`src/rtl/moesi_bus_sequencer.sv`:
```
// moesi_bus_sequencer
// Shared snoop-bus sequencer for a group of MOESI cache controllers.
// Picks one requester round-robin and broadcasts its operation to every
// controller. It then collects the shared and intervention responses and
// finishes the transaction from memory or by cache-to-cache supply.
// bus_shared and bus_from_state are returned to the master with its done
// pulse, so the master can pick its next MOESI state.
module moesi_bus_sequencer #(
  parameter int NUM_CACHES  = 4,
  parameter int ADDR_WIDTH  = 8,
  parameter int MEM_LATENCY = 4
) (
  input  logic                             clock,
  input  logic                             reset,
  input  logic [NUM_CACHES-1:0]            req_read,
  input  logic [NUM_CACHES-1:0]            req_rwitm,
  input  logic [NUM_CACHES-1:0]            req_invalidate,
  input  logic [NUM_CACHES*ADDR_WIDTH-1:0] req_addr,
  input  logic [NUM_CACHES-1:0]            snoop_shared,
  input  logic [NUM_CACHES-1:0]            snoop_abort,
  input  logic [3*NUM_CACHES-1:0]          snoop_state,
  output logic [NUM_CACHES-1:0]            grant,
  output logic [NUM_CACHES-1:0]            done,
  output logic [$clog2(NUM_CACHES)-1:0]    bus_master,
  output logic [ADDR_WIDTH-1:0]            bus_addr,
  output logic                             bus_read,
  output logic                             bus_rwitm,
  output logic                             bus_invalidate,
  output logic                             bus_shared,
  output logic [2:0]                       bus_from_state,
  output logic                             mem_read
);

  localparam int MW = $clog2(NUM_CACHES);

  localparam logic [2:0] ST_IDLE     = 3'd0;
  localparam logic [2:0] ST_SNOOP    = 3'd1;
  localparam logic [2:0] ST_MEM_WAIT = 3'd2;
  localparam logic [2:0] ST_C2C      = 3'd3;
  localparam logic [2:0] ST_DONE     = 3'd4;

  localparam logic [2:0] FROM_NONE = 3'b000;
  localparam logic [2:0] FROM_MEM  = 3'b101;

  logic [2:0]            state;
  logic [MW-1:0]         last_grant;
  logic [3:0]            mem_count;

  logic [NUM_CACHES-1:0] pending;
  logic [NUM_CACHES-1:0] master_mask;
  logic [NUM_CACHES-1:0] winner_mask;
  logic [NUM_CACHES-1:0] masked_shared;
  logic [NUM_CACHES-1:0] masked_abort;
  logic                  found_winner;
  logic [MW-1:0]         winner;
  logic [MW-1:0]         cand;
  logic                  found_abort;
  logic [MW-1:0]         abort_idx;
  logic [2:0]            supplier_state;

  // A cache is pending as soon as any one of its three request bits is set.
  assign pending       = req_read | req_rwitm | req_invalidate;
  assign master_mask   = {{(NUM_CACHES-1){1'b0}}, 1'b1} << bus_master;
  assign winner_mask   = {{(NUM_CACHES-1){1'b0}}, 1'b1} << winner;
  // The master never snoops its own transaction, so its response bits are dropped.
  assign masked_shared = snoop_shared & ~master_mask;
  assign masked_abort  = snoop_abort & ~master_mask;
  assign supplier_state = snoop_state[3*abort_idx +: 3];

  // Round-robin search starting just after the last master and wrapping
  // modulo NUM_CACHES. This works by MW-bit overflow because NUM_CACHES is
  // a power of two.
  always_comb begin
    found_winner = 1'b0;
    winner       = '0;
    cand         = '0;
    for (int k = 1; k <= NUM_CACHES; k++) begin
      cand = last_grant + MW'(k);
      if (!found_winner && pending[cand]) begin
        found_winner = 1'b1;
        winner       = cand;
      end
    end
  end

  // The lowest-index non-master intervener supplies the data.
  always_comb begin
    found_abort = 1'b0;
    abort_idx   = '0;
    for (int i = 0; i < NUM_CACHES; i++) begin
      if (!found_abort && masked_abort[i]) begin
        found_abort = 1'b1;
        abort_idx   = MW'(i);
      end
    end
  end

  // Transaction sequencer: arbitrate, snoop, then complete from memory or a
  // supplier cache, and finally pulse done to the master.
  always_ff @(posedge clock) begin
    if (reset) begin
      state          <= ST_IDLE;
      last_grant     <= MW'(NUM_CACHES - 1);
      mem_count      <= '0;
      grant          <= '0;
      done           <= '0;
      bus_master     <= '0;
      bus_addr       <= '0;
      bus_read       <= 1'b0;
      bus_rwitm      <= 1'b0;
      bus_invalidate <= 1'b0;
      bus_shared     <= 1'b0;
      bus_from_state <= FROM_NONE;
      mem_read       <= 1'b0;
    end else begin
      grant <= '0;
      done  <= '0;
      case (state)
        ST_IDLE: begin
          if (found_winner) begin
            state          <= ST_SNOOP;
            grant          <= winner_mask;
            bus_master     <= winner;
            bus_addr       <= req_addr[winner*ADDR_WIDTH +: ADDR_WIDTH];
            bus_rwitm      <= req_rwitm[winner];
            bus_invalidate <= !req_rwitm[winner] && req_invalidate[winner];
            bus_read       <= !req_rwitm[winner] && !req_invalidate[winner]
                              && req_read[winner];
          end
        end
        ST_SNOOP: begin
          bus_shared <= |masked_shared;
          if (bus_invalidate) begin
            state          <= ST_DONE;
            done           <= master_mask;
            bus_from_state <= FROM_NONE;
          end else if (found_abort) begin
            state          <= ST_C2C;
            bus_from_state <= supplier_state;
          end else begin
            state     <= ST_MEM_WAIT;
            mem_read  <= 1'b1;
            mem_count <= 4'(MEM_LATENCY - 1);
          end
        end
        ST_MEM_WAIT: begin
          if (mem_count == '0) begin
            state          <= ST_DONE;
            done           <= master_mask;
            bus_from_state <= FROM_MEM;
            mem_read       <= 1'b0;
          end else begin
            mem_count <= mem_count - 4'd1;
          end
        end
        ST_C2C: begin
          state <= ST_DONE;
          done  <= master_mask;
        end
        ST_DONE: begin
          state          <= ST_IDLE;
          last_grant     <= bus_master;
          bus_read       <= 1'b0;
          bus_rwitm      <= 1'b0;
          bus_invalidate <= 1'b0;
          bus_shared     <= 1'b0;
          bus_from_state <= FROM_NONE;
        end
        default: begin
          state <= ST_IDLE;
        end
      endcase
    end
  end

endmodule

```
`config.mk`:
```
export PLATFORM = sky130hd
export DESIGN_NAME = moesi_bus_sequencer
export DESIGN_NICKNAME = d
export VERILOG_FILES = /design/src/rtl/moesi_bus_sequencer.sv
export SDC_FILE = /design/constraint.sdc
export NUM_CORES = 1
export LEC_CHECK = 0
export BUFFER_PORTS_ARGS = -buffer_cell sky130_fd_sc_hd__buf_4
export CAP_MARGIN = 15
export CORE_UTILIZATION = 47
export DETAILED_ROUTE_END_ITERATION = 8
export GPL_TIMING_DRIVEN = 0
export PLACE_DENSITY = 0.8
export SETUP_SLACK_MARGIN = 0.3
export SLEW_MARGIN = 40
export SYNTH_ARGS = -nofsm -noshare
export SYNTH_HDL_FRONTEND = slang
export SYNTH_SLANG_ARGS = --single-unit
```
`constraint.sdc`:
```
create_clock -name clock -period 2.6 [get_ports clock]
set_input_delay 0.26 -clock clock [delete_from_list [all_inputs] [get_ports clock]]
set_output_delay 0.26 -clock clock [all_outputs]
set_load 0.005 [all_outputs]
```
==> results by group, run 1 <==
Timing
  – Crit path time final: 2.057 ns
  – Max Transition Viols Final: 0
  – Clock Skews: 0.007864 ns
  – TNS Setup: 0 ns
  – Fmax: 486.2 MHz
  – Tcrit/Tclk final: 79.10%
  – RSZ-0062 raised after global routing: false
  – # setup viols final: 0
  – Slew headroom: 50.79%
  – Hold Vio Cnt, Final: 0
  – Slew at the pin with the worst max-slew slack: 0.7366 ns

Global routing
  – Largest net degree at the start of global routing: 12
  – Initial antenna violation count: 0
  – Gr usage total: 24.93%
  – Global route overflow: 0
  – Number of global-route vias before repair: 1976
  – First-pass GRT wire length: 8.597 mm

Run
  – Maximum Capacitance Violations: 0

Logic synthesis
  – YS warnings: 0
  – Register area share after synthesis: 34.65%
  – Most frequent cell after synthesis: dfxtp_1
  – Post-Syn Area: 0.002022 mm^2
  – Syn Nets: 303
  – Top_reg_cell synth: dfxtp_1
  – Flops & latches, synth: 35
  – Largest area contributor in the netlist: dfxtp_1
  – Post-Syn Instances: 236
  – Leading post-synthesis cells by cell area: dfxtp_1, mux2_2, mux2i_1, nand2_1, a21oi_1
  – Number of synthesized flops with an enable pin: 0
  – Share of the synthesized area in the top cell type: 34.65%
  – Synth cell count leaders: dfxtp_1, nand2_1, nor2_1
  – Async S/R FF share, synth: 0%
  – Avg Cell Area, Syn: 8.568 um^2
  – Unique masters post-synth: 51

Power and ir drop
  – Power Dens Cells: 739.2 mW/mm^2
  – Max VDD drop: 401.9 uV
  – P_leak: 1.322 nW
  – Overall Power: 2.134 mW

Routing
  – 1st-pass router iterations: 4
  – 1st-iter DRT viols: 125
  – # DRC: 0
  – Via density: 5.590
  – Total number of vias: 2152
  – Antenna-violating nets left: 0
  – DR WL/cell: 14.08 um
  – DRT Wirelength: 5.419 mm

Placement
  – IO buf count: 91
  – DP Wirelength: 4.242 mm
  – Gpl congestion: 0.7881

Layout
  – Proportion of layout cells with a drive suffix above 1: 38.51%
  – Synth-to-Final Area Change: 42.76%
  – Fillers: 342
  – Nets: 401
  – N_diodes: 0

Clocking
  – Reg clk slew, reported paths: 0.08 ns
  – Post-CTS resize count: 0
  – TritonCTS buffer count: 5
  – CTS max path bufs: 2
  – CTS tree: built
  – CTS Hold Buffers Added: 0
  – Clock sink total: 35
  – H-tree levels: 2
  – CTS root buffer: clkbuf_8
  – Latest clock arrival within the worst-skew pair: 0.28 ns
  – Post-CTS setup buffer count: 0

Floorplanning
  – Die area: 0.004568 mm^2
  – Area of the core: 0.004058 mm^2
  – Row count: 23
  – Die height: 67.59 um
  – Die Span X: 67.59 um
  – Initial core utilization: 49.83%
  – I/O pin total: 92

Run status
  – Outcome: complete, no violations

Setup path
  – Worst Setup End Kind: register
  – CP max-delay cell: mux2_2
  – Max FO, Critical Path: 7
  – Crit path launch type: input pin
  – Setup CP Type: input pin to register
  – Crit-path cells: buf_4 > nor3_2 > mux2_2 > o22ai_1 > nor2_2 > mux2_2 > a22o_1 > a41o_1
  – Required @ worst endpoint: 2.77 ns
  – Slowest stage delay, CP: 0.38 ns
  – Critical path buffers and inverters: 1
  – CP delay by family, top: simple AND/OR/NAND/NOR gates
  – Top cell by count, worst path: mux2_2
  – CP arrival: 2.23 ns

Hold path
  – Worst hold path type: input pin to register
==> cell families (layout without fill, tap and decap cells) <==
kind of cell	Yosys count	count (layout)	synth area share (%)
mux	26	26	15.66
flops	35	35	34.65
xor+xnor	3	3	1.300
simple gates	92	92	23.52
compound gates	58	58	19.99
buf+inv	21	120	4.270
fa+ha+maj	1	1	0.6187
==> flip-flops by register name, indices dropped and copies added (netlist names) <==
signal	cells
grant	4
bus_rwitm	1
bus_master	2
bus_invalidate	1
mem_read	1
state	3
last_grant	2
bus_addr	8
mem_count	4
bus_read	1
done	4
bus_shared	1
bus_from_state	3
==> power by group <==
group / switching, mW / leakage, nW / internal, mW / total [mW]
Combinational: 0.465 / 0.975 / 0.447 / 0.912
Sequential: 0.0695 / 0.286 / 0.648 / 0.718
Clock: 0.194 / 0.0612 / 0.310 / 0.504
Total: 0.729 / 1.32 / 1.40 / 2.13
==> placed cells by master (no fill, tap or decap), types with 5 or more instances in the layout <==
master,count
nor3_1,8
clkbuf_8,6
mux2_2,11
mux2i_1,11
nor2b_1,5
dfxtp_1,35
a21oi_1,17
o21ai_0,6
clkbuf_1,9
o211ai_1,11
buf_4,92
inv_1,7
nor2_1,21
a22oi_1,6
nand2_1,28
==> through the flow <==
step	utilization, %	setup WS, ns	cells	hold slack [ns]	instance area (um^2)
2_1_floorplan	-	0.6565	236	0.3707	2022
3_3_place_gp	68.21	0.3578	377	0.4429	2768
3_5_place_dp	68.21	0.3110	377	0.4513	2768
4_1_cts	71.11	0.5017	385	0.1996	2885
5_1_grt	71.14	0.3528	385	0.1952	2887
6_report	71.14	0.5434	385	0.1981	2887
==> layer usage <==
layer / global-route usage, % / wire, um / up-vias
li1: - / - / 1054
met1: 28.05 / 2243 / 1011
met2: 45.17 / 2754 / 81
met3: 8.446 / 384 / 6
met4: 4.521 / 36 / 0
met5: 0 / 0 / -
==> final timing paths <==
check / endpoint / start / depth (start not counted) / slack [ns]
hold reg to reg: bus_addr[6] / bus_addr[6] / 2 / 0.46
hold / removal: state[2] / reset / 2 / 0.20
setup / recovery: bus_read / req_rwitm[3] / 8 / 0.54
setup reg to reg: bus_from_state[1] / bus_master[0] / 5 / 0.55
==> area by class of cell <==
| class | instances | area, um^2 | area share (%) |
|---|---|---|---|
| tap | 50 | 62.56 | 2.167 |
| sequential | 35 | 700.7 | 24.27 |
| buffer | 14 | 61.31 | 2.124 |
| clock inverter | 2 | 35.03 | 1.214 |
| multi-input combinational | 180 | 1235 | 42.78 |
| inverter | 7 | 26.28 | 0.9103 |
| timing repair buffer | 91 | 683.2 | 23.67 |
| clock buffer | 6 | 82.58 | 2.861 |
Note: power is estimated with default switching activity, not from simulation.
==> run 2: changes to the inputs <==
--- a/config.mk
+++ b/config.mk
@@ -5,9 +5,10 @@
 export SDC_FILE = /design/constraint.sdc
 export NUM_CORES = 1
 export LEC_CHECK = 0
+export ABC_AREA = 1
 export BUFFER_PORTS_ARGS = -buffer_cell sky130_fd_sc_hd__buf_4
 export CAP_MARGIN = 15
-export CORE_UTILIZATION = 47
+export CORE_UTILIZATION = 48
 export DETAILED_ROUTE_END_ITERATION = 8
 export GPL_TIMING_DRIVEN = 0
 export PLACE_DENSITY = 0.8
==> constraint.sdc (replaced) <==
create_clock -name clock -period 1.9 [get_ports clock]
set_input_delay 0.19 -clock clock [delete_from_list [all_inputs] [get_ports clock]]
set_output_delay 0.19 -clock clock [all_outputs]
set_load 0.005 [all_outputs]
==> run 2 against run 1 <==
Effect of this change:
- hold slack improved by 0.00075 ns
- total power increased to 3.2 times the previous value
- area after synthesis up 8.3%
- critical endpoint unchanged
- final cell count is 42% higher
- register-to-register slack lost 1.0 ns
- via count rose by 63%
- design area up 42%
- the flow now finishes with violations (setup timing)
- worst setup slack got worse by 1.0 ns
- wire length rose by 120%
- combinational power grew to 5.4 times the previous value
==> results by group, run 2 <==
Setup path
  – CP arrival: 2.59 ns
  – Setup CP Type: register to register
  – Required @ worst endpoint: 2.13 ns
  – Crit path launch type: register
  – Reg-to-Reg Start: last_grant[0]
  – Worst Setup End Kind: register
  – Critical Path Start: last_grant[0]
  – Worst reg2reg path depth: 18
  – Max FO, Critical Path: 8

Clocking
  – Latest clock arrival within the worst-skew pair: 0.31 ns
  – TritonCTS buffer count: 5
  – H-tree levels: 2
  – CTS root buffer: clkbuf_8
  – CTS max path bufs: 2
  – CTS Hold Buffers Added: 0
  – CTS tree: built
  – Clock sink total: 35
  – Reg clk slew, reported paths: 0.08 ns

Layout
  – Finished Core Util: 93.21%
  – Most common cell after layout, fill and taps aside: buf_4
  – Max reg flops: 8
  – Non-Filler Instances: 545
  – Synth-to-Final Area Change: 86.63%
  – Proportion of layout cells with a drive suffix above 1: 56.59%
  – N_diodes: 0
  – Most frequent cells in the layout: buf_4, nor2_1, nand2_1, dfxtp_1, inv_1
  – Nets: 559
  – Reg with most FFs: bus_addr

Logic synthesis
  – Async S/R FF share, synth: 0%
  – Register area share after synthesis: 32.00%
  – Post-Synth Simple-Gate Area: 40.51%
  – Post-Syn Area: 0.002190 mm^2
  – Most frequent cell after synthesis: nor2_1
  – Main combinational cell family by area after synthesis: simple AND/OR/NAND/NOR gates
  – Leading post-synthesis cells by cell area: dfxtp_1, nor2_1, nand2_1, inv_1, nand3_1
  – Largest area contributor in the netlist: dfxtp_1
  – Synth Area in Compound Gates: 16.00%
  – Post-Synth Adder-Cell Area: 0.5714%
  – Share of the synthesized area in the top cell type: 32.00%
  – Flops & latches, synth: 35
  – Number of synthesized flops with an enable pin: 0
  – Syn Nets: 410
  – YS warnings: 0
  – Avg Cell Area, Syn: 6.384 um^2
  – Mux contribution to synthesized area: 0%
  – Unique masters post-synth: 32
  – Top_reg_cell synth: dfxtp_1
  – Xor-xnor portion of the synthesized cell area: 0%
  – Post-Syn Instances: 343
  – Synth cell count leaders: nor2_1, nand2_1, inv_1

Floorplanning
  – Die Span X: 69.54 um
  – Die area: 0.004836 mm^2
  – Area of the core: 0.004384 mm^2
  – Initial core utilization: 49.94%
  – Row count: 24
  – Die height: 69.54 um
  – I/O pin total: 92

Run status
  – Failing checks: setup timing
  – Outcome: finished with violations

Timing
  – # setup viols final: 15
  – Final WS setup: -0.4675 ns
  – Slew headroom: 55.56%
  – Max Transition Viols Final: 0
  – Slew at the pin with the worst max-slew slack: 0.6665 ns
  – Clock Skews: 0.01163 ns
  – Hold Vio Cnt, Final: 0
  – RSZ-0062 raised after global routing: true
  – Final hold slack: 0.1989 ns
  – Tcrit/Tclk final: 124.6%
  – TNS Setup: -3.494 ns
  – Crit path time final: 2.368 ns
  – Fmax: 422.4 MHz

Power and ir drop
  – Overall Power: 6.803 mW
  – Power Dens Cells: 1665 mW/mm^2
  – P_leak: 1.943 nW
  – Max VDD drop: 900.6 uV

Placement
  – DP Wirelength: 4.700 mm
  – IO buf count: 91
  – Placed instance count: 486
  – Gpl congestion: 0.8255

Hold path
  – Worst hold path type: input pin to register
  – Hold wc startpoint: reset
  – WHS Path Cells: 4

Global routing
  – Largest net degree at the start of global routing: 13
  – First-pass GRT wire length: 13.92 mm
  – Global route overflow: 0
  – Initial antenna violation count: 0
  – Gr usage total: 36.00%
  – Number of global-route vias before repair: 2979

Routing
  – Total number of vias: 3515
  – # DRC: 0
  – DR WL/cell: 22.10 um
  – Via density: 6.450
  – Antenna-violating nets left: 0
  – 1st-iter DRT viols: 557
  – DRT Wirelength: 12.04 mm
  – 1st-pass router iterations: 5

Run
  – Maximum Capacitance Violations: 0
==> run 2: report_power, final <==
part | total [mW] | switching, mW | internal, mW
registers | 1.26 | 0.266 | 0.990
clock network | 0.572 | 0.317 | 0.255
logic | 4.97 | 2.85 | 2.12
total | 6.80 | 3.43 | 3.37
==> run 2: cell families (layout without fill, tap and decap cells) <==
family / count (synthesis) / count (layout)
flip-flops: 35 / 35
buffers and inverters: 52 / 201
AND/OR/NAND/NOR: 196 / 197
adder cells (fa/ha/maj): 1 / 1
AO/OA/AOI/OAI: 59 / 59
==> run 2: worst max-delay path: stages, from the launching register on <==
cell and delay (ns):
dfxtp_2 0.34, buf_8 0.15, clkinv_8 0.09, nand3_2 0.11, nand2_1 0.09, nand2_1 0.09
nand2_1 0.07, nand2_2 0.12, nand2_4 0.07, nand2_4 0.09, nand3_4 0.14, buf_6 0.19
nand2_2 0.06, nand3_1 0.07, nand2_1 0.09, nand2_1 0.09, nor2_1 0.21, nor2_1 0.08
nor2_1 0.13
==> run 2: area by class of cell <==
class	count	area, um^2
Inverter	43	203.9
Clock inverter	3	20.02
Multi-Input combinational cell	257	1772
Timing Repair inverter	1	6.256
Sequential cell	35	720.7
Clock buffer	5	68.82
Tap cell	52	65.06
Fill cell	153	297.8
Buffer	9	101.3
Timing Repair Buffer	140	1129
==> run 2: worst paths after layout <==
kind	endpoint	slack [ns]
worst max-delay path	bus_read	-0.47
worst min-delay path	grant[0]	0.20
worst max register to register	bus_read	-0.47
worst min register to register	bus_from_state[1]	0.49
==> run 2: through the flow <==
stage / instance area [um^2] / setup slack [ns]
2_1_floorplan: 2231 / 0.1478
4_1_cts: 3682 / -0.03505
5_1_grt: 4086 / -0.5046
3_3_place_gp: 2979 / -0.08156
6_report: 4086 / -0.4675
3_5_place_dp: 2979 / -0.1131
==> run 2: timing repair <==
item                                    CTS  global route
pin swaps                                38            46
cloned                                    6             0
setup buffers                            33            12
endpoints found under the setup margin   27            32
gates resized for setup                  93            87
==> run 2: per-layer routing <==
| layer | vias up | GRT usage, % | share of wire, % |
|---|---|---|---|
| met1 | 1587 | 43.35 | 34 |
| met3 | 119 | 6.250 | 11 |
| li1 | 1438 | - | - |
| met4 | 0 | 18.37 | 7.9 |
| met5 | - | 0 | 0 |
| met2 | 371 | 61.27 | 47 |
==> run 3: changes to the inputs <==
--- a/config.mk
+++ b/config.mk
@@ -5,10 +5,9 @@
 export SDC_FILE = /design/constraint.sdc
 export NUM_CORES = 1
 export LEC_CHECK = 0
-export ABC_AREA = 1
 export BUFFER_PORTS_ARGS = -buffer_cell sky130_fd_sc_hd__buf_4
 export CAP_MARGIN = 15
-export CORE_UTILIZATION = 48
+export CORE_UTILIZATION = 47
 export DETAILED_ROUTE_END_ITERATION = 8
 export GPL_TIMING_DRIVEN = 0
 export PLACE_DENSITY = 0.8
==> run 3 against run 2 <==
Effect of this change:
- the flow still finishes with violations (setup timing)
- largest cell class unchanged
- maximum frequency rose by 24%
- total power fell by 45%
- hold slack got worse by 0.11 ns
==> results by group, run 3 (synthesis gave the netlist of run 1 again) <==
Routing
  – 1st-pass router iterations: 4
  – Antenna-violating nets left: 0
  – Total number of vias: 2470
  – DRT Wirelength: 7.538 mm
  – DR WL/cell: 17.95 um
  – # DRC: 0
  – Via density: 5.881
  – 1st-iter DRT viols: 145

Global routing
  – Number of global-route vias before repair: 2225
  – Gr usage total: 29.43%
  – Initial antenna violation count: 0
  – First-pass GRT wire length: 9.991 mm
  – Largest net degree at the start of global routing: 13
  – Global route overflow: 0

Setup path
  – Critical Path Start: last_grant[1]
  – Crit path launch type: register
  – Reg-to-Reg Start: last_grant[1]
  – Max FO, Critical Path: 6
  – Setup CP Type: register to register
  – Required @ worst endpoint: 2.13 ns
  – Worst Setup End Kind: register
  – CP arrival: 2.14 ns

Power and ir drop
  – Overall Power: 3.717 mW
  – Max VDD drop: 816.6 uV
  – P_leak: 1.618 nW
  – Power Dens Cells: 1046 mW/mm^2

Placement
  – IO buf count: 91
  – DP Wirelength: 4.396 mm
  – Gpl congestion: 0.8440
  – DP Area: 0.002844 mm^2

Layout
  – FF+latch area: 711.9 um^2
  – Nets: 436
  – Multi-input gate area: 0.001516 mm^2
  – Most frequent cells in the layout: buf_4, nand2_1, dfxtp_1, nor2_1, a21oi_1
  – Most common cell after layout, fill and taps aside: buf_4
  – Reg with most FFs: bus_addr
  – Max reg flops: 8
  – Synth-to-Final Area Change: 75.80%
  – Fillers: 210
  – Proportion of layout cells with a drive suffix above 1: 58.65%
  – Post-route cell area: 0.003555 mm^2
  – N_diodes: 0

Timing
  – Crit path time final: 1.908 ns
  – Clock Skews: 0.01105 ns
  – Final WS setup: -0.008346 ns
  – Max Transition Viols Final: 0
  – # setup viols final: 1
  – RSZ-0062 raised after global routing: true
  – Final hold slack: 0.09235 ns
  – Slew headroom: 56.80%
  – Tcrit/Tclk final: 100.4%
  – Fmax: 524.0 MHz
  – Slew at the pin with the worst max-slew slack: 0.6480 ns
  – Hold Vio Cnt, Final: 0

Floorplanning
  – Die Span X: 67.59 um
  – Area of the core: 0.004058 mm^2
  – Initial core utilization: 49.83%
  – Die area: 0.004568 mm^2
  – Row count: 23
  – I/O pin total: 92
  – Die height: 67.59 um

Clocking
  – CTS root buffer: clkbuf_8
  – CTS Hold Buffers Added: 0
  – Clock sink total: 35
  – CTS tree: built
  – Reg clk slew, reported paths: 0.08 ns
  – TritonCTS buffer count: 5
  – Latest clock arrival within the worst-skew pair: 0.30 ns
  – CTS max path bufs: 2
  – H-tree levels: 2

Run status
  – Outcome: finished with violations
  – Failing checks: setup timing

Run
  – Maximum Capacitance Violations: 0

Hold path
  – Hold wc startpoint: reset
  – Worst hold path type: input pin to register
==> run 3: cell types whose count changed in the layout (fill, tap and decap cells not counted), moves of 9 or more <==
cell,before,now
nor2_1,54,14
inv_1,25,5
nand3_2,13,0
nand2_2,11,0
nor2_4,17,3
mux2i_1,0,9
nand2_1,37,28
nand2_4,17,0
o21ai_1,13,0
==> run 3: final cells by class <==
cell class | instances | share of cell area [%]
multi-input cells | 180 | 42.66
repair buffers | 126 | 27.24
flip-flops and latches | 35 | 20.03
plain buffers | 14 | 3.731
clock buffers | 5 | 1.936
clock inverters | 3 | 1.901
well taps | 50 | 1.760
inverters | 7 | 0.7392
==> run 3: metrics by stage <==
step | std cells | util [%] | setup WS, ns | TNS (ns)
2_1_floorplan | 236 | - | 0.05941 | 0
3_3_place_gp | 377 | 70.09 | -0.2274 | -2.006
3_5_place_dp | 377 | 70.09 | -0.2531 | -2.407
4_1_cts | 405 | 80.94 | 0.04330 | 0
5_1_grt | 420 | 87.60 | -0.08165 | -0.3279
6_report | 420 | 87.60 | -0.008346 | -0.008346
==> run 3: critical path: stages, from the launching register on <==
cell and delay (ns):
dfxtp_2 0.33, buf_6 0.13, or3_4 0.38, nand4_4 0.14
a22oi_1 0.11, mux2_4 0.28, or3_1 0.32, a21oi_1 0.15
==> run 3: routing by layer <==
layer	up-vias	GRT usage, %	part of all wire [%]
li1	1130	-	-
met1	1201	31.29	38
met2	119	53.96	51
met3	20	9.122	7.7
met4	0	10.11	2.8
met5	-	0	0
==> run 3: repair_timing <==
item                       CTS  global route
setup buffers               20            15
resized for setup           42            45
setup endpoints to repair   33            28
cloned                       0             0
pin swaps                   15            25
==> run 3: power by group <==
group | internal [mW] | switching [mW]
Combinational | 0.997 | 0.867
Clock | 0.524 | 0.304
Sequential | 0.893 | 0.132
Total | 2.41 | 1.30
==> run 3: worst paths after layout <==
kind                    endpoint  slack, ns  cells after the start
hold reg to reg      bus_addr[1]       0.47                      2
setup reg to reg  bus_invalidate     -0.008                      7
setup / recovery  bus_invalidate     -0.008                      7
hold / removal          state[2]       0.09                      2
